<file path="src/rtl/uart_pkg.sv">
// Shared UART definitions (FSM states, bit-period helper, line idle level), reused by the TX and RX sides.
package uart_pkg;

  typedef enum logic [2:0] {
    ST_IDLE   = 3'd0,
    ST_START  = 3'd1,
    ST_DATA   = 3'd2,
    ST_PARITY = 3'd3,
    ST_STOP   = 3'd4
  } uart_state_e;

  localparam logic UART_IDLE = 1'b1;

  function automatic int clks_per_bit(input int clk_freq_hz, input int baud);
    return clk_freq_hz / baud;
  endfunction

endpackage

</file>
<file path="src/rtl/uart_tx_serializer_baud_gen.sv">
// Bit-period counter: tick pulses on count CLKS_PER_BIT-1, pre_tick one cycle earlier.
// Latency: clr takes effect at the next edge (count 0); no backpressure.
module uart_baud_gen
  import uart_pkg::*;
#(
  parameter int CLKS_PER_BIT = 10
) (
  input  logic clk,
  input  logic rst,
  input  logic clr,
  output logic tick,
  output logic pre_tick
);

  localparam int CW = (CLKS_PER_BIT > 1) ? $clog2(CLKS_PER_BIT) : 1;
  localparam logic [CW-1:0] LAST_CNT = CW'(CLKS_PER_BIT - 1);
  localparam logic [CW-1:0] PRE_CNT  = CW'(CLKS_PER_BIT - 2);

  logic [CW-1:0] cnt_q;
  logic [CW-1:0] cnt_d;

  assign tick     = (cnt_q == LAST_CNT);
  assign pre_tick = (cnt_q == PRE_CNT);

  always_comb begin
    cnt_d = cnt_q + 1'b1;
    if (clr || tick) begin
      cnt_d = '0;
    end
  end

  always_ff @(posedge clk) begin
    if (rst) begin
      cnt_q <= '0;
    end else begin
      cnt_q <= cnt_d;
    end
  end

endmodule

</file>
<file path="src/rtl/uart_tx_serializer.sv">
// UART TX serializer: pops a FWFT FIFO word when idle, sends start/data(LSB first)/[parity]/stop; UART_TX_PARITY_EN adds the parity bit.
// Latency: tx falls the cycle after the pop; next pop the cycle after done. Backpressure: no pop while a frame is in flight.
module uart_tx_serializer
  import uart_pkg::*;
#(
  parameter int CLK_FREQ_HZ = 50_000_000,
  parameter int BAUD        = 115_200,
  parameter int DATA_WIDTH  = 8,
  parameter int STOP_BITS   = 1,
  parameter int PARITY_ODD  = 0
) (
  input  logic                  clk,
  input  logic                  rst,
  input  logic [DATA_WIDTH-1:0] fifo_data,
  input  logic                  fifo_empty,
  output logic                  fifo_rd_en,
  output logic                  tx,
  output logic                  busy,
  output logic                  done
);

  localparam int CLKS_PER_BIT = clks_per_bit(CLK_FREQ_HZ, BAUD);
  localparam int BW = $clog2(DATA_WIDTH);
  localparam logic [BW-1:0] LAST_DATA = BW'(DATA_WIDTH - 1);
  localparam logic [BW-1:0] LAST_STOP = BW'(STOP_BITS - 1);

  if (CLKS_PER_BIT < 2 || DATA_WIDTH < 5 || DATA_WIDTH > 9 || STOP_BITS < 1 || STOP_BITS > 2 ||
      PARITY_ODD < 0 || PARITY_ODD > 1) begin : g_bad_cfg
    $error("uart_tx_serializer: unsupported parameter set");
  end

  uart_state_e           state_q, state_d;
  logic [DATA_WIDTH-1:0] shift_q, shift_d;
  logic [BW-1:0]         bit_cnt_q, bit_cnt_d;
  logic                  tx_q, tx_d;
  logic                  busy_q, busy_d;
  logic                  rd_en_q, rd_en_d;
  logic                  done_q, done_d;
`ifdef UART_TX_PARITY_EN
  logic                  parity_q, parity_d;
`endif

  logic baud_clr;
  logic tick;
  logic pre_tick;

  // Holding the counter cleared while idle makes every frame start on count 0.
  assign baud_clr = (state_q == ST_IDLE);

  uart_baud_gen #(
    .CLKS_PER_BIT(CLKS_PER_BIT)
  ) u_baud_gen (
    .clk     (clk),
    .rst     (rst),
    .clr     (baud_clr),
    .tick    (tick),
    .pre_tick(pre_tick)
  );

  always_comb begin
    state_d   = state_q;
    shift_d   = shift_q;
    bit_cnt_d = bit_cnt_q;
    done_d    = 1'b0;
`ifdef UART_TX_PARITY_EN
    parity_d  = parity_q;
`endif
    case (state_q)
      ST_IDLE: begin
        if (rd_en_q) begin
          shift_d   = fifo_data;
          bit_cnt_d = '0;
          state_d   = ST_START;
`ifdef UART_TX_PARITY_EN
          parity_d  = (^fifo_data) ^ (PARITY_ODD != 0);
`endif
        end
      end
      ST_START: begin
        if (tick) begin
          state_d = ST_DATA;
        end
      end
      ST_DATA: begin
        if (tick) begin
          if (bit_cnt_q == LAST_DATA) begin
            bit_cnt_d = '0;
`ifdef UART_TX_PARITY_EN
            state_d   = ST_PARITY;
`else
            state_d   = ST_STOP;
`endif
          end else begin
            bit_cnt_d = bit_cnt_q + 1'b1;
            shift_d   = shift_q >> 1;
          end
        end
      end
`ifdef UART_TX_PARITY_EN
      ST_PARITY: begin
        if (tick) begin
          state_d = ST_STOP;
        end
      end
`endif
      ST_STOP: begin
        // done is registered, so it is launched one cycle ahead of the final stop cycle.
        done_d = pre_tick && (bit_cnt_q == LAST_STOP);
        if (tick) begin
          if (bit_cnt_q == LAST_STOP) begin
            bit_cnt_d = '0;
            state_d   = ST_IDLE;
          end else begin
            bit_cnt_d = bit_cnt_q + 1'b1;
          end
        end
      end
      default: begin
        state_d = ST_IDLE;
      end
    endcase

    rd_en_d = (state_d == ST_IDLE) && !fifo_empty;
    busy_d  = (state_d != ST_IDLE) || rd_en_d;

    case (state_d)
      ST_START: tx_d = 1'b0;
      ST_DATA:  tx_d = shift_d[0];
`ifdef UART_TX_PARITY_EN
      ST_PARITY: tx_d = parity_d;
`endif
      default:  tx_d = UART_IDLE;
    endcase
  end

  always_ff @(posedge clk) begin
    if (rst) begin
      state_q   <= ST_IDLE;
      shift_q   <= '0;
      bit_cnt_q <= '0;
      tx_q      <= UART_IDLE;
      busy_q    <= 1'b0;
      rd_en_q   <= 1'b0;
      done_q    <= 1'b0;
`ifdef UART_TX_PARITY_EN
      parity_q  <= 1'b0;
`endif
    end else begin
      state_q   <= state_d;
      shift_q   <= shift_d;
      bit_cnt_q <= bit_cnt_d;
      tx_q      <= tx_d;
      busy_q    <= busy_d;
      rd_en_q   <= rd_en_d;
      done_q    <= done_d;
`ifdef UART_TX_PARITY_EN
      parity_q  <= parity_d;
`endif
    end
  end

  assign fifo_rd_en = rd_en_q;
  assign tx         = tx_q;
  assign busy       = busy_q;
  assign done       = done_q;

endmodule

</file>
<file path="config.mk">
export PLATFORM = sky130hd
export DESIGN_NAME = uart_tx_serializer
export DESIGN_NICKNAME = d
export VERILOG_FILES = /design/src/rtl/uart_pkg.sv /design/src/rtl/uart_tx_serializer_baud_gen.sv /design/src/rtl/uart_tx_serializer.sv
export SDC_FILE = /design/constraint.sdc
export NUM_CORES = 1
export LEC_CHECK = 0
export ABC_AREA = 1
export CORE_AREA = 2 2 65 52
export DETAILED_ROUTE_END_ITERATION = 8
export DIE_AREA = 0 0 67 54
export GPL_TIMING_DRIVEN = 1
export PLACE_DENSITY = 0.65
export SLEW_MARGIN = 20
export SYNTH_ARGS = -nofsm -noshare
export SYNTH_HDL_FRONTEND = slang
export SYNTH_SLANG_ARGS = --single-unit
</file>
<file path="constraint.sdc">
create_clock -name clk -period 2.75 [get_ports clk]
set_input_delay 0.275 -clock clk [delete_from_list [all_inputs] [get_ports clk]]
set_output_delay 0.275 -clock clk [all_outputs]
set_load 0.05 [all_outputs]
</file>
======== Word level (Yosys, flattened, before mapping) ========
Cells that the tools add are included.
word-level totals
  latch bits .............................. 0
  ROM bits ................................ 0
  input port bits ......................... 11
  bits in writable memories ............... 0
  register bits ........................... 27
  output and inout bits ................... 4
  memories kept ........................... 0
  logic and storage cells ................. 57
cells by class
  reduce and logical (&&, ||, !) cells .... 15
  bitwise logic cells ..................... 1
  muxes and demuxes ....................... 18
  eq/ne operators ......................... 12
  divide/modulo/power cells ............... 0
  multiply operators ...................... 0
  shift operators ......................... 0
  $add $sub $neg .......................... 2
  magnitude comparators ................... 0
operators with widths
  kind                                                    count
  two-way mux 3 bit                                       11
  two-way mux 8 bit                                       3
  == test 9 bit (second input constant)                   2
  case mux 8 bit (2 select lines)                         1
  case mux 3 bit (4 select lines)                         1
  adder 9 x 1 -> 9 bit (second input constant)            1
  zero test 3 bit                                         3
  case mux 3 bit (3 select lines)                         1
  AND reduction 4 bit                                     2
  == test 3 x 1 -> 1 bit (second input constant)          2
  == test 3 x 2 -> 1 bit (second input constant)          2
  == test 3 bit (second input constant)                   2
  nonzero test 3 bit                                      2
  inequality test 2 x 1 -> 1 bit (second input constant)  2
  inequality test 2 bit (second input constant)           2
  OR reduction 2 bit                                      2
  adder 3 x 1 -> 3 bit (second input constant)            1
  logical AND 1 bit                                       2
  logical OR 1 bit                                        2
  case mux 1 bit (2 select lines)                         1
  nonzero test 2 bit                                      1
  zero test 1 bit                                         1
  inverter 1 bit                                          1

======== Logic depth before layout (Yosys ltp) ========
  word-level depth ........................ 7
  mapped depth ............................ 11
  gate-level depth less buffers ........... 11

======== Modules after synthesis ========
A second synthesis with hierarchy kept.
second synthesis, totals
  cells, all modules ...................... 235
  area total of the unflattened synthesis .. 1557.7 µm²
by module, submodules not included
  module              area an instance (µm²)  cells each  seq. area each (µm²)  times used
  uart_tx_serializer  1066.0                  166         360.3                 1
  uart_baud_gen       491.7                   69          180.2                 1

======== Worst setup path before layout ========
OpenSTA, ideal clock, no wires.
  path kind ............................... register to register
  start point ............................. register bit_cnt_q[0]
  end point ............................... register shift_q[1]
  path slack .............................. 1.378 ns
  setup time .............................. 0.126 ns
  stages on the path, launching flop included .. 7
  buffers on the path ..................... 0
  clock period less this slack ............ 1.372 ns
  required time ........................... 2.624 ns
  data arrival time ....................... 1.246 ns
  cell sequence ........................... dfxtp_1 ha_1 ha_1 a21oi_1 nand3b_4 a21oi_1 nor2_1
between the ends
  longest elaborated chain between the ends .. 3
RTL lines
  element                          line                       source
  start, declared                  uart_tx_serializer.sv:34   logic [BW-1:0] bit_cnt_q, bit_cnt_d;
  start signal, assigned           uart_tx_serializer.sv:151  bit_cnt_q <= bit_cnt_d;
  == test 3 bit                    uart_tx_serializer.sv:86   if (bit_cnt_q == LAST_DATA) begin
  inequality test 2 bit (no line)  -
  AND reduction 4 bit (no line)    -
  end signal, assigned             uart_tx_serializer.sv:150  shift_q <= shift_d;
  end, declared                    uart_tx_serializer.sv:33   logic [DATA_WIDTH-1:0] shift_q, shift_d;
Every way passes these cells.
A chain may end at the register's enable or synchronous reset.

======== Final worst setup path ========
  start point ............................. register rd_en_q (netlist: fifo_rd_en)
  end point ............................... output fifo_rd_en
RTL lines
  element                 line                       source
  start, declared         uart_tx_serializer.sv:37   logic rd_en_q, rd_en_d;
  start signal, assigned  uart_tx_serializer.sv:154  rd_en_q <= rd_en_d;
  end, declared           uart_tx_serializer.sv:16   output logic fifo_rd_en,
No word-level cell between the ends.

==> flow_summary.json <==
{
  "status": "finished clean",
  "place_congestion": 0.830,
  "clockBufferDepth": 2,
  "dp_hpwl_mm": 2.09,
  "htree_levels": 1,
  "start_kind": "flip-flop",
  "grt_pass1_wl_mm": 4.72,
  "drive_above_1_share_pct": 10.5,
  "clock_latency_ns": 0.27,
  "worstSetupEndpointType": "primary output",
  "fmax_ghz": 0.576,
  "synth-async-reset-ratio_pct": 0,
  "final_nets": 228,
  "post-route-drc-count": 0,
  "synthTopCellsByCount": "nand2_1, dfxtp_1, nor2_1, nand3_1, inv_1",
  "cp_num_buf_inv": 1,
  "totalWireLength_mm": 2.72,
  "cpPeakStageDelay_ns": 0.81,
  "seq_area_sq_um": 541,
  "hp-class": "flip-flop to flip-flop",
  "syn_inst": 193,
  "synth.most_common_cell": "nand2_1",
  "numClockSinks": 27,
  "ioPinCount": 15,
  "critPathRequiredTime_ns": 2.48,
  "placed_cell_area_sq_um": 1590,
  "yosysWarnings": 0,
  "p_leak_uw": 0.000705,
  "cts_tree": "done",
  "yosysSeqAreaShare_pct": 38.3,
  "dieArea_sq_um": 3620,
  "finalClockSkew_ns": 0.00746,
  "root_buffer": "clkbuf_8",
  "slew_headroom_pct": 61.9,
  "clkSlewWorstSetupHoldPaths_ns": 0.09,
  "diodes": 0,
  "drt_pass1_iterations": 4,
  "post-cts-setup-buffers": 0,
  "fin_crit_ns": 1.74,
  "ant_nets": 0,
  "grt_start_max_net_pins": 17,
  "rsz0062_at_grt": "false",
  "crit_chain": "clkdlybuf4s50_1",
  "antenna_found_initial": 0,
  "dr_total_vias": 1244,
  "synth-seq-cells": 27,
  "total_power_uw": 769,
  "design_area_sq_um": 1640,
  "wire_per_inst_um": 10.9,
  "setup-violations-final": 0,
  "n_fill_cell": 303,
  "power.density_nw_per_um2": 469,
  "die_h_um": 54,
  "cp_max_fo": 3,
  "tns_ns": 0,
  "yosys.area.top_type": "dfxtp_1",
  "cts_resized": 0,
  "multi_input_area_sq_um": 783,
  "synth_top_area_share_pct": 38.3,
  "port_buffers": 14,
  "grt_usage_pct": 17.4,
  "finalHoldViolations": 0,
  "max-vdd-ir-drop_uv": 301,
  "cpLargestDelayFamily": "buffers and inverters",
  "syn-num-nets": 210,
  "report.final.slew_viol_count": 0,
  "core_sq_um": 3060,
  "synth_edf_count": 0,
  "netlist_area_sq_um": 1410,
  "area_delta_synth_final_pct": 16.3,
  "grt_pass1_vias": 1063,
  "start_util_pct": 46.1,
  "ys.flop_type": "dfxtp_1",
  "fin_crit_sh_pct": 63.1,
  "tightest_slew_ns": 0.570,
  "vias_per_cell": 4.98,
  "ys_top_cells_by_area": "dfxtp_1, nand2_1, nand3_1",
  "core.rowCount": 18,
  "cts_hold_repair.buffers": 0,
  "crit_slowest_cell": "clkdlybuf4s50_1",
  "cp.arrival_ns": 1.46,
  "crit_type": "flip-flop to primary output",
  "synth_cell_types": 28,
  "numCtsBuffers": 3,
  "die_w_um": 67,
  "synth_area_per_cell_sq_um": 7.31,
  "drt_iter0_markers": 109,
  "grt_overflow": 0,
  "drv_cap": 0
}
-- final cells by class --
cell class                      instances  share of cell area [%]
Tap cell                               40                    3.05
Timing Repair Buffer                   14                    8.54
Sequential cell                        27                    32.9
Clock buffer                            3                    2.52
Inverter                               21                    4.80
Multi-Input combinational cell        144                    47.7
Clock inverter                          1                   0.457
-- metal layers --
metal / vias up / GRT usage, % / part of all wire [%]
met5: - / 0 / 0
met4: 0 / 5.10 / 0.74
li1: 663 / - / -
met1: 557 / 24.0 / 51
met3: 2 / 4.39 / 3.8
met2: 22 / 26.9 / 44
-- layout by cell type, fill, tap and decap left out, drive strengths merged --
cell type / instances
a21oi: 17
a31oi: 1
clkbuf: 3
clkdlybuf4s50: 14
clkinv: 1
clkinvlp: 1
dfxtp: 27
ha: 6
inv: 20
nand2: 48
nand3: 24
nand3b: 1
nand4: 2
nor2: 30
nor3: 7
nor3b: 2
nor4: 1
o21a: 1
o21ai: 3
xor2: 1
-- kinds of logic (layout without fill, tap and decap cells) --
logic type / count (synthesis) / count (layout) / share of synthesized area [%]
DFF: 27 / 27 / 38.3
xor gates and xnor gates: 1 / 1 / 0.621
AOI/OAI and AO/OA: 22 / 22 / 9.13
adders and majority gates: 6 / 6 / 5.32
and+or+nand+nor: 115 / 115 / 40.4
buffers and inverters: 22 / 39 / 6.21
-- state kept, by name, summed over array words and instances, names as in the netlist --
register          cells
bit_cnt_q             3
shift_q               8
fifo_rd_en            1
state_q               3
u_baud_gen.cnt_q      9
done                  1
tx                    1
busy                  1
-- through the flow --
stage / setup slack [ns] / util (%) / std cells / hold WS (ns)
2_1_floorplan: 1.38 / - / 193 / 0.344
3_3_place_gp: 0.947 / 52.0 / 246 / 0.458
3_5_place_dp: 0.901 / 52.0 / 246 / 0.461
4_1_cts: 1.00 / 53.6 / 250 / 0.476
5_1_grt: 0.955 / 53.6 / 250 / 0.517
6_report: 1.01 / 53.6 / 250 / 0.474
-- power breakdown --
group          total (uW)  internal [uW]  switching, uW
combinational         125           50.7           74.8
clock                 226            103            123
sequential            418            408           10.2
total                 769            561            208
-- final timing paths --
check             cells after the start  slack (ns)    startpoint         end
setup reg to reg                      8        1.13  bit_cnt_q[0]          tx
hold / removal                        2        0.47    shift_q[7]  shift_q[7]
setup / recovery                      1        1.01    fifo_rd_en  fifo_rd_en
hold reg to reg                       2        0.47    shift_q[7]  shift_q[7]
No activity file was read; power rests on OpenSTA's default activity.
